[src/rtl/mult_hazard_controller_if.sv]
// mult_hazard_controller_if: ID/EX hazard inputs and pipeline control outputs; HAZARD_STALL_CNT_EN adds counters
interface mult_hazard_controller_if;
    logic [4:0]  rs1_if_id;
    logic [4:0]  rs2_if_id;
    logic [4:0]  rd_id_ex;
    logic        mem_read_id_ex;
    logic        mult_id_ex;
    logic        branch_taken_ex;
    logic        pc_write;
    logic        if_id_write;
    logic        id_ex_write;
    logic        if_id_flush;
    logic        id_ex_flush;
    logic        ex_mem_bubble;
    logic        mult_start;
    logic        mult_done;
    logic        busy;
`ifdef HAZARD_STALL_CNT_EN
    logic [31:0] stall_cycles;
    logic [15:0] mult_count;
`endif
    modport master (
        output rs1_if_id, rs2_if_id, rd_id_ex, mem_read_id_ex, mult_id_ex, branch_taken_ex,
        input  pc_write, if_id_write, id_ex_write, if_id_flush, id_ex_flush,
               ex_mem_bubble, mult_start, mult_done, busy
`ifdef HAZARD_STALL_CNT_EN
        , input stall_cycles, mult_count
`endif
    );
    modport slave (
        input  rs1_if_id, rs2_if_id, rd_id_ex, mem_read_id_ex, mult_id_ex, branch_taken_ex,
        output pc_write, if_id_write, id_ex_write, if_id_flush, id_ex_flush,
               ex_mem_bubble, mult_start, mult_done, busy
`ifdef HAZARD_STALL_CNT_EN
        , output stall_cycles, mult_count
`endif
    );
endinterface

[src/rtl/mult_hazard_controller.sv]
// mult_hazard_controller: load-use/branch/multi-cycle-mult pipeline control; HAZARD_STALL_CNT_EN adds stall/mult counters
module mult_hazard_controller #(
    parameter int MULT_LATENCY = 3,
    parameter int CNT_W        = $clog2(MULT_LATENCY) + 1
) (
    input logic                     clk,
    input logic                     arst_n,
    mult_hazard_controller_if.slave hz
);
    typedef enum logic {IDLE, RUN} state_t;
    localparam logic [CNT_W-1:0] CNT_INIT = CNT_W'(MULT_LATENCY > 1 ? MULT_LATENCY - 2 : 0);
    state_t           state_q, state_d;
    logic [CNT_W-1:0] cnt_q, cnt_d;
    logic             in_run, cnt_zero, start, run_start, stall, done, load_use, branch;
    always_comb begin
        in_run    = state_q == RUN;
        cnt_zero  = cnt_q == '0;
        start     = arst_n && !in_run && hz.mult_id_ex;
        run_start = start && MULT_LATENCY > 1;
        stall     = run_start || (arst_n && in_run && !cnt_zero);
        done      = (start && MULT_LATENCY == 1) || (arst_n && in_run && cnt_zero);
        branch    = arst_n && !stall && hz.branch_taken_ex;
        load_use  = arst_n && !stall && !branch && hz.mem_read_id_ex && hz.rd_id_ex != 5'd0 &&
                    (hz.rd_id_ex == hz.rs1_if_id || hz.rd_id_ex == hz.rs2_if_id);
        state_d   = run_start ? RUN : (in_run && cnt_zero) ? IDLE : state_q;
        cnt_d     = run_start ? CNT_INIT : (in_run && !cnt_zero) ? cnt_q - CNT_W'(1) : cnt_q;
    end
    always_ff @(posedge clk or negedge arst_n) begin
        if (!arst_n) begin
            state_q <= IDLE;
            cnt_q   <= '0;
        end else begin
            state_q <= state_d;
            cnt_q   <= cnt_d;
        end
    end
    assign hz.pc_write      = !(stall || load_use);
    assign hz.if_id_write   = !(stall || load_use);
    assign hz.id_ex_write   = !stall;
    assign hz.if_id_flush   = branch;
    assign hz.id_ex_flush   = branch || load_use;
    assign hz.ex_mem_bubble = stall;
    assign hz.mult_start    = start;
    assign hz.mult_done     = done;
    assign hz.busy          = arst_n && in_run;
`ifdef HAZARD_STALL_CNT_EN
    logic [31:0] stall_cycles_q;
    logic [15:0] mult_count_q;
    always_ff @(posedge clk or negedge arst_n) begin
        if (!arst_n) begin
            stall_cycles_q <= '0;
            mult_count_q   <= '0;
        end else begin
            if (!hz.pc_write && stall_cycles_q != '1) stall_cycles_q <= stall_cycles_q + 32'd1;
            if (start && mult_count_q != '1) mult_count_q <= mult_count_q + 16'd1;
        end
    end
    assign hz.stall_cycles = stall_cycles_q;
    assign hz.mult_count   = mult_count_q;
`endif
endmodule

[src/flat_wrapper.sv]
// flat-port wrapper written by rule: the top's interface ports become plain ports
module mult_hazard_controller_flat 
#(
    parameter int MULT_LATENCY = 3,
    parameter int CNT_W        = $clog2(MULT_LATENCY) + 1
)
  (clk, arst_n, hz_rs1_if_id, hz_rs2_if_id, hz_rd_id_ex, hz_mem_read_id_ex, hz_mult_id_ex, hz_branch_taken_ex, hz_pc_write, hz_if_id_write, hz_id_ex_write, hz_if_id_flush, hz_id_ex_flush, hz_ex_mem_bubble, hz_mult_start, hz_mult_done, hz_busy);
  mult_hazard_controller_if hz_i ();
  input logic clk;
  input logic arst_n;
  input wire logic [$bits(hz_i.rs1_if_id)-1:0] hz_rs1_if_id;
  input wire logic [$bits(hz_i.rs2_if_id)-1:0] hz_rs2_if_id;
  input wire logic [$bits(hz_i.rd_id_ex)-1:0] hz_rd_id_ex;
  input wire logic [$bits(hz_i.mem_read_id_ex)-1:0] hz_mem_read_id_ex;
  input wire logic [$bits(hz_i.mult_id_ex)-1:0] hz_mult_id_ex;
  input wire logic [$bits(hz_i.branch_taken_ex)-1:0] hz_branch_taken_ex;
  output wire logic [$bits(hz_i.pc_write)-1:0] hz_pc_write;
  output wire logic [$bits(hz_i.if_id_write)-1:0] hz_if_id_write;
  output wire logic [$bits(hz_i.id_ex_write)-1:0] hz_id_ex_write;
  output wire logic [$bits(hz_i.if_id_flush)-1:0] hz_if_id_flush;
  output wire logic [$bits(hz_i.id_ex_flush)-1:0] hz_id_ex_flush;
  output wire logic [$bits(hz_i.ex_mem_bubble)-1:0] hz_ex_mem_bubble;
  output wire logic [$bits(hz_i.mult_start)-1:0] hz_mult_start;
  output wire logic [$bits(hz_i.mult_done)-1:0] hz_mult_done;
  output wire logic [$bits(hz_i.busy)-1:0] hz_busy;
  assign hz_i.rs1_if_id = hz_rs1_if_id;
  assign hz_i.rs2_if_id = hz_rs2_if_id;
  assign hz_i.rd_id_ex = hz_rd_id_ex;
  assign hz_i.mem_read_id_ex = hz_mem_read_id_ex;
  assign hz_i.mult_id_ex = hz_mult_id_ex;
  assign hz_i.branch_taken_ex = hz_branch_taken_ex;
  assign hz_pc_write = hz_i.pc_write;
  assign hz_if_id_write = hz_i.if_id_write;
  assign hz_id_ex_write = hz_i.id_ex_write;
  assign hz_if_id_flush = hz_i.if_id_flush;
  assign hz_id_ex_flush = hz_i.id_ex_flush;
  assign hz_ex_mem_bubble = hz_i.ex_mem_bubble;
  assign hz_mult_start = hz_i.mult_start;
  assign hz_mult_done = hz_i.mult_done;
  assign hz_busy = hz_i.busy;
  mult_hazard_controller #(.MULT_LATENCY(MULT_LATENCY), .CNT_W(CNT_W)) u_core (.clk(clk), .arst_n(arst_n), .hz(hz_i));
endmodule
[config.mk]
export PLATFORM = sky130hd
export DESIGN_NAME = mult_hazard_controller_flat
export DESIGN_NICKNAME = d
export VERILOG_FILES = /design/src/rtl/mult_hazard_controller_if.sv /design/src/rtl/mult_hazard_controller.sv /design/src/flat_wrapper.sv
export SDC_FILE = /design/constraint.sdc
export NUM_CORES = 1
export LEC_CHECK = 0
export ABC_CLOCK_PERIOD_IN_PS = 4090
export BUFFER_PORTS_ARGS = -buffer_cell sky130_fd_sc_hd__buf_2
export CAP_MARGIN = 0
export CORE_AREA = 2 2 39 41
export DETAILED_ROUTE_END_ITERATION = 16
export DIE_AREA = 0 0 41 43
export RECOVER_POWER = 100
export SLEW_MARGIN = 20
export SYNTH_ARGS = -nofsm -noshare
export SYNTH_HDL_FRONTEND = slang
export SYNTH_SLANG_ARGS = --single-unit
[constraint.sdc]
create_clock -name clk -period 4.09 [get_ports clk]
set_input_delay 0.2045 -clock clk [delete_from_list [all_inputs] [get_ports clk]]
set_output_delay 0.2045 -clock clk [all_outputs]
set_load 0.01 [all_outputs]
==> results of run 1 <==
-- synthesized netlist by cell type, drive strengths merged --
library cell   n  share of area (%)
a21o           1                2.0
a31oi          1                1.6
and3           1                1.6
buf            1                2.0
clkbuf         1               0.98
dfrtp          4                 26
ha             2                6.5
inv            7                6.8
nand2          5                4.9
nand2b         2                3.3
nand3          5                6.5
nand3b         1                2.0
nor2           2                2.0
o21ai          4                5.2
o22ai          1                1.6
or4            1                2.0
xnor2         11                 25
-- final timing paths --
kind                            startpoint              end  slack, ps
max                        u_core.cnt_q[0]      hz_pc_write       2080
min                          hz_mult_id_ex  u_core.cnt_q[0]        390
max reg2reg                u_core.cnt_q[0]  u_core.cnt_q[0]       2720
min reg2reg                u_core.cnt_q[2]  u_core.cnt_q[2]        520
max in group asynchronous           arst_n  u_core.cnt_q[0]       3420
min in group asynchronous           arst_n    u_core.in_run        400
-- metrics by stage --
stage               std cells  setup slack [ps]
floorplan                  50              2240
finish                     96              2080
global placement           92              2390
CTS                        96              2090
global route               96              1920
detailed placement         92              2340
-- routing by layer --
metal / global-route usage, % / part of all wire, % / routed length (µm) / vias to the layer above
met5: 0 / 0 / 0 / -
met4: 7.33 / 0 / 0 / 0
met3: 3.66 / 5.2 / 46 / 0
met2: 19.7 / 55 / 488 / 11
met1: 14.4 / 39 / 349 / 187
li1: - / - / - / 221
-- flip-flops by register name (all words and copies together), names as in the netlist --
signal	count
u_core.in_run	1
u_core.cnt_q	3
-- power by group --
group / switching (mW) / internal (mW)
clock network: 0.0133 / 0.0326
registers: 0.00952 / 0.0592
logic: 0.0848 / 0.0624
total: 0.108 / 0.154
-- kinds of logic after synthesis --
kind of cell / count (synthesis) / synth area share [%]
buffers and inverters: 9 / 9.77
AOI/OAI and AO/OA: 7 / 10.4
adders and majority gates: 2 / 6.51
and+or+nand+nor: 17 / 22.2
xor gates and xnor gates: 11 / 25.1
DFF: 4 / 26.1
-- final cells by class --
| type | instances | area share, % |
|---|---|---|
| inverters | 7 | 4.75 |
| well taps | 16 | 3.62 |
| flip-flops and latches | 4 | 18.1 |
| multi-input cells | 37 | 44.6 |
| repair buffers | 29 | 24.9 |
| clock buffers | 3 | 4.07 |
-- timing repair --
item | CTS | global route
setup endpoints to repair | 0 | 0
endpoints found under the hold margin | 4 | 0
hold buffers | 1 | 0
-- worst max-delay path: stages (launching register included) --
cell      delay [ps]
dfrtp_1          310
inv_1             60
ha_1             190
ha_1             190
nand2b_1         240
nand3_1          150
nor2_1            60
a31oi_1          200
clkbuf_1         170
==> results.ini, run 1 <==
[outcome]
status = completed

[synthesis]
ys_types = 18
synth-seq-cells = 4
yosysWarnings = 0
netlist_area_um2 = 384
syn_nets = 72
yosysSeqAreaShare_pct = 26.1
avgSynthCellArea_um2 = 7.68
syn_inst = 50

[cells_and_area]
mostFrequentLayoutCell = buf_2
design_area_um2 = 553
post-route-util_pct = 40.0
drive_above_1_share_pct = 26.3
final_cell_mix = 18 x buf_2, 11 x xnor2_1, 10 x clkbuf_1
syn_to_final_growth_pct = 44.0
nNetsFinal = 104
seq_area_um2 = 100
multi_input_comb_area_um2 = 246
nFillCells = 159
diodes = 0

[detailed_routing]
initialDrtViolationCount = 4
dr.pass1.iters = 5
drc = 0
wl_um = 884
ant_nets = 0
routedWlPerCell_um = 9.21
vias_per_cell = 4.36
vias = 419

[pwr]
power_density_nw_per_um2 = 473
ir_drop_uv = 203
power.leakage_nw = 0.281
power_uw = 262

[clock_tree]
clk_pin_slew_ps = 30
cts_sinks = 4
clk_latency_ps = 230
clockBufferDepth = 2
ctsRootBufferMaster = clkbuf_4
post_cts_buffers = 0
cts_resized = 0
cts_tree = built
cts_max_level = 1
cts_buffers = 3

[worst_hold_path]
hold_depth = 3
hold_class = input pin to register

[critical_path]
cp.arrival_ps = 1800
crit_type = register to primary output
cp_max_fo = 7
cp.required_ps = 3890
critPathCaptureType = primary output
ff2ff_path_depth = 6
critPathLaunchType = register

[global_route]
overflow = 0
grt_max_degree = 9
grt_pass1_wl_mm = 1.52
antenna_found_initial = 0
grt_util_all_layers_pct = 12.6
first_global_vias = 410

[timing]
worst_pin_slew_ps = 365
tns_ps = 0
fin_crit_ps = 2010
setup_viol = 0
rsz0062_at_grt = no
hold_viol_final = 0
finClkSkew_ps = 2.72
slew_viol_final = 0
relSlewSlack_pct = 75.6
fmax_mhz = 498
hold_ws_ps = 387
finalCritPeriodShare_pct = 49.1

[flow_run]
maxCapViolations = 0

[floorplan]
core_um2 = 1380
chipWidth_um = 41
rows = 14
start_util_pct = 27.8
ioPinCount = 29
die_h_um = 43
dieArea_um2 = 1760

[placement]
routabilityCongestion = 0.703
portBuffers = 28
placed_area_um2 = 533
hpwl_um = 790

No activity file was read; power rests on OpenSTA's default activity.
==> run 2, diff against run 1 <==
--- a/config.mk
+++ b/config.mk
@@ -5,7 +5,7 @@
 export SDC_FILE = /design/constraint.sdc
 export NUM_CORES = 1
 export LEC_CHECK = 0
-export ABC_CLOCK_PERIOD_IN_PS = 4090
+export ABC_CLOCK_PERIOD_IN_PS = 1700
 export BUFFER_PORTS_ARGS = -buffer_cell sky130_fd_sc_hd__buf_2
 export CAP_MARGIN = 0
 export CORE_AREA = 2 2 39 41
==> constraint.sdc (replaced) <==
create_clock -name clk -period 1.7 [get_ports clk]
set_input_delay 0.085 -clock clk [delete_from_list [all_inputs] [get_ports clk]]
set_output_delay 0.085 -clock clk [all_outputs]
set_load 0.01 [all_outputs]
==> run 2 against run 1 <==
Effect of this change: total power increased to 3.1 times the previous value; final cell count increased by 3.1%; clock skew decreased by 1.2 ps; setup slack got worse by 2000 ps; routed wire length increased by 10%; utilization increased by 6.6 points; worst hold slack got worse by 170 ps; count of clock-buffer cells in the layout unchanged; largest cell class unchanged; largest power group unchanged.
==> results.ini, run 2 (synthesized netlist as in run 1, its figures left out) <==
[outcome]
status = completed

[clock_tree]
ctsRootBufferMaster = clkbuf_4
cts_tree = built
cts_sinks = 4  ; unchanged
cts_buffers = 3  ; unchanged
clk_pin_slew_ps = 40  ; about the same
cts_max_level = 1  ; unchanged
clockBufferDepth = 2  ; unchanged
clk_latency_ps = 240  ; about the same

[floorplan]
dieArea_um2 = 1760  ; unchanged
ioPinCount = 29  ; unchanged
rows = 14  ; unchanged
chipWidth_um = 41  ; unchanged
start_util_pct = 27.8  ; unchanged
core_um2 = 1380  ; unchanged
die_h_um = 43  ; unchanged

[global_route]
grt_util_all_layers_pct = 11.6  ; -0.99 points
overflow = 0  ; unchanged
first_global_vias = 363  ; -11%
grt_pass1_wl_mm = 1.39  ; -9.1%
antenna_found_initial = 0  ; unchanged
grt_max_degree = 9  ; unchanged

[timing]
setup_viol = 0  ; unchanged
fin_crit_ps = 1650
slew_viol_final = 0  ; unchanged
rsz0062_at_grt = yes
worst_pin_slew_ps = 255  ; -111 ps
tns_ps = 0  ; unchanged
finClkSkew_ps = 1.51  ; -1.22 ps
relSlewSlack_pct = 82.9  ; +7.3 points
hold_viol_final = 0  ; unchanged
final.setup.worst_slack_ps = 46.2  ; -2040 ps
fmax_mhz = 605
finalCritPeriodShare_pct = 97.3

[detailed_routing]
ant_nets = 0  ; unchanged
routedWlPerCell_um = 9.83  ; +6.7%
wl_met2_um = 486  ; -0.41%
wl_met3_um = 94  ; +100%
vias = 429  ; +2.4%
highest_layer = met3
initialDrtViolationCount = 2  ; -2
dr.pass1.iters = 2  ; -3
wl_um = 973  ; +10%
drc = 0  ; unchanged
vias_per_cell = 4.33  ; -0.72%
wl_met1_um = 392  ; +12%

[pwr]
power_uw = 821  ; +210%
power.leakage_nw = 0.323  ; +15%
power_density_nw_per_um2 = 1270  ; +170%
ir_drop_uv = 473  ; +130%

[placement]
dp_slack_ps = 182  ; -2160 ps
placed_area_um2 = 547  ; +2.6%
portBuffers = 28  ; unchanged
routabilityCongestion = 0.636  ; -9.6%

[cells_and_area]
largest_reg_flops = 3  ; unchanged
final_cell_mix = 26 x buf_2, 11 x xnor2_1, 5 x inv_1, 5 x nand2_1
syn_to_final_growth_pct = 67.8
regMostFlops = u_core.cnt_q
post-route-util_pct = 46.6  ; +6.6 points
design_area_um2 = 644  ; +17%
nNetsFinal = 107  ; +2.9%
mostFrequentLayoutCell = buf_2
drive_above_1_share_pct = 48.2  ; +22 points
diodes = 0  ; unchanged

[worst_hold_path]
hold_class = input pin to asynchronous set/reset pin

[critical_path]
critPathLaunchType = register
cp-startpoint = u_core.cnt_q[1]
cp_max_fo = 2  ; -5
cp.required_ps = 1620  ; -2270 ps
crit_type = register to primary output
cp.arrival_ps = 1570  ; -230 ps
critPathCaptureType = primary output
crit-reg2reg-launch = u_core.cnt_q[0]

[flow_run]
maxCapViolations = 0  ; unchanged

==> run 2: cell count changes in the layout (fill, tap and decap cells not counted), sizes merged <==
| cell | change |
|---|---|
| clkbuf | -7 |
| buf | +10 |
==> run 2: worst max-delay path, cell delays in order, from the launching register on <==
cell,delay [ps]
dfrtp_1,350
inv_2,50
ha_4,150
ha_4,150
nand2b_4,150
nand3_4,90
nor2_4,40
a31oi_2,190
buf_2,160
==> run 2: report_power, final <==
group	internal (mW)	switching, mW
Combinational	0.262	0.262
Clock	0.0790	0.0394
Sequential	0.143	0.0368
==> run 2: final cells by class <==
class                   count  area (µm²)
fillers                   139         739
multi-input cells          37         309
repair buffers             32         166
flip-flops and latches      4         100
inverters                   7        26.3
clock buffers               3        22.5
well taps                  16        20.0
==> run 2: timing repair <==
item                                    in CTS  in global routing
pin swaps                                    3                  3
gates resized for setup                      3                 10
endpoints found under the setup margin       3                  6
hold buffers                                 1                  0
hold endpoints to repair                     4                  0
setup buffers                                0                  2
==> run 2: path summary, 6_finish.rpt <==
kind | endpoint | slack [ps] | depth (start not counted)
max in group asynchronous | u_core.cnt_q[0] | 1310 | 2
min in group clk | u_core.cnt_q[0] | 290 | 3
setup / recovery | hz_if_id_write | 50 | 8
setup reg to reg | u_core.cnt_q[0] | 180 | 8
hold / removal | u_core.in_run | 220 | 2
hold reg to reg | u_core.cnt_q[2] | 510 | 2
==> run 2: metal layers <==
layer	vias up	GRT usage (%)
li1	228	-
met1	177	14.1
met2	24	16.9
met3	0	6.28
met4	0	4.00
met5	-	0
==> run 2: metrics by stage <==
| step | hold WS, ps | instances |
|---|---|---|
| after floorplan | -211 | 50 |
| after global placement | -79.8 | 93 |
| after detailed placement | -80.8 | 93 |
| after CTS | 210 | 97 |
| after global routing | 234 | 99 |
| final | 222 | 99 |
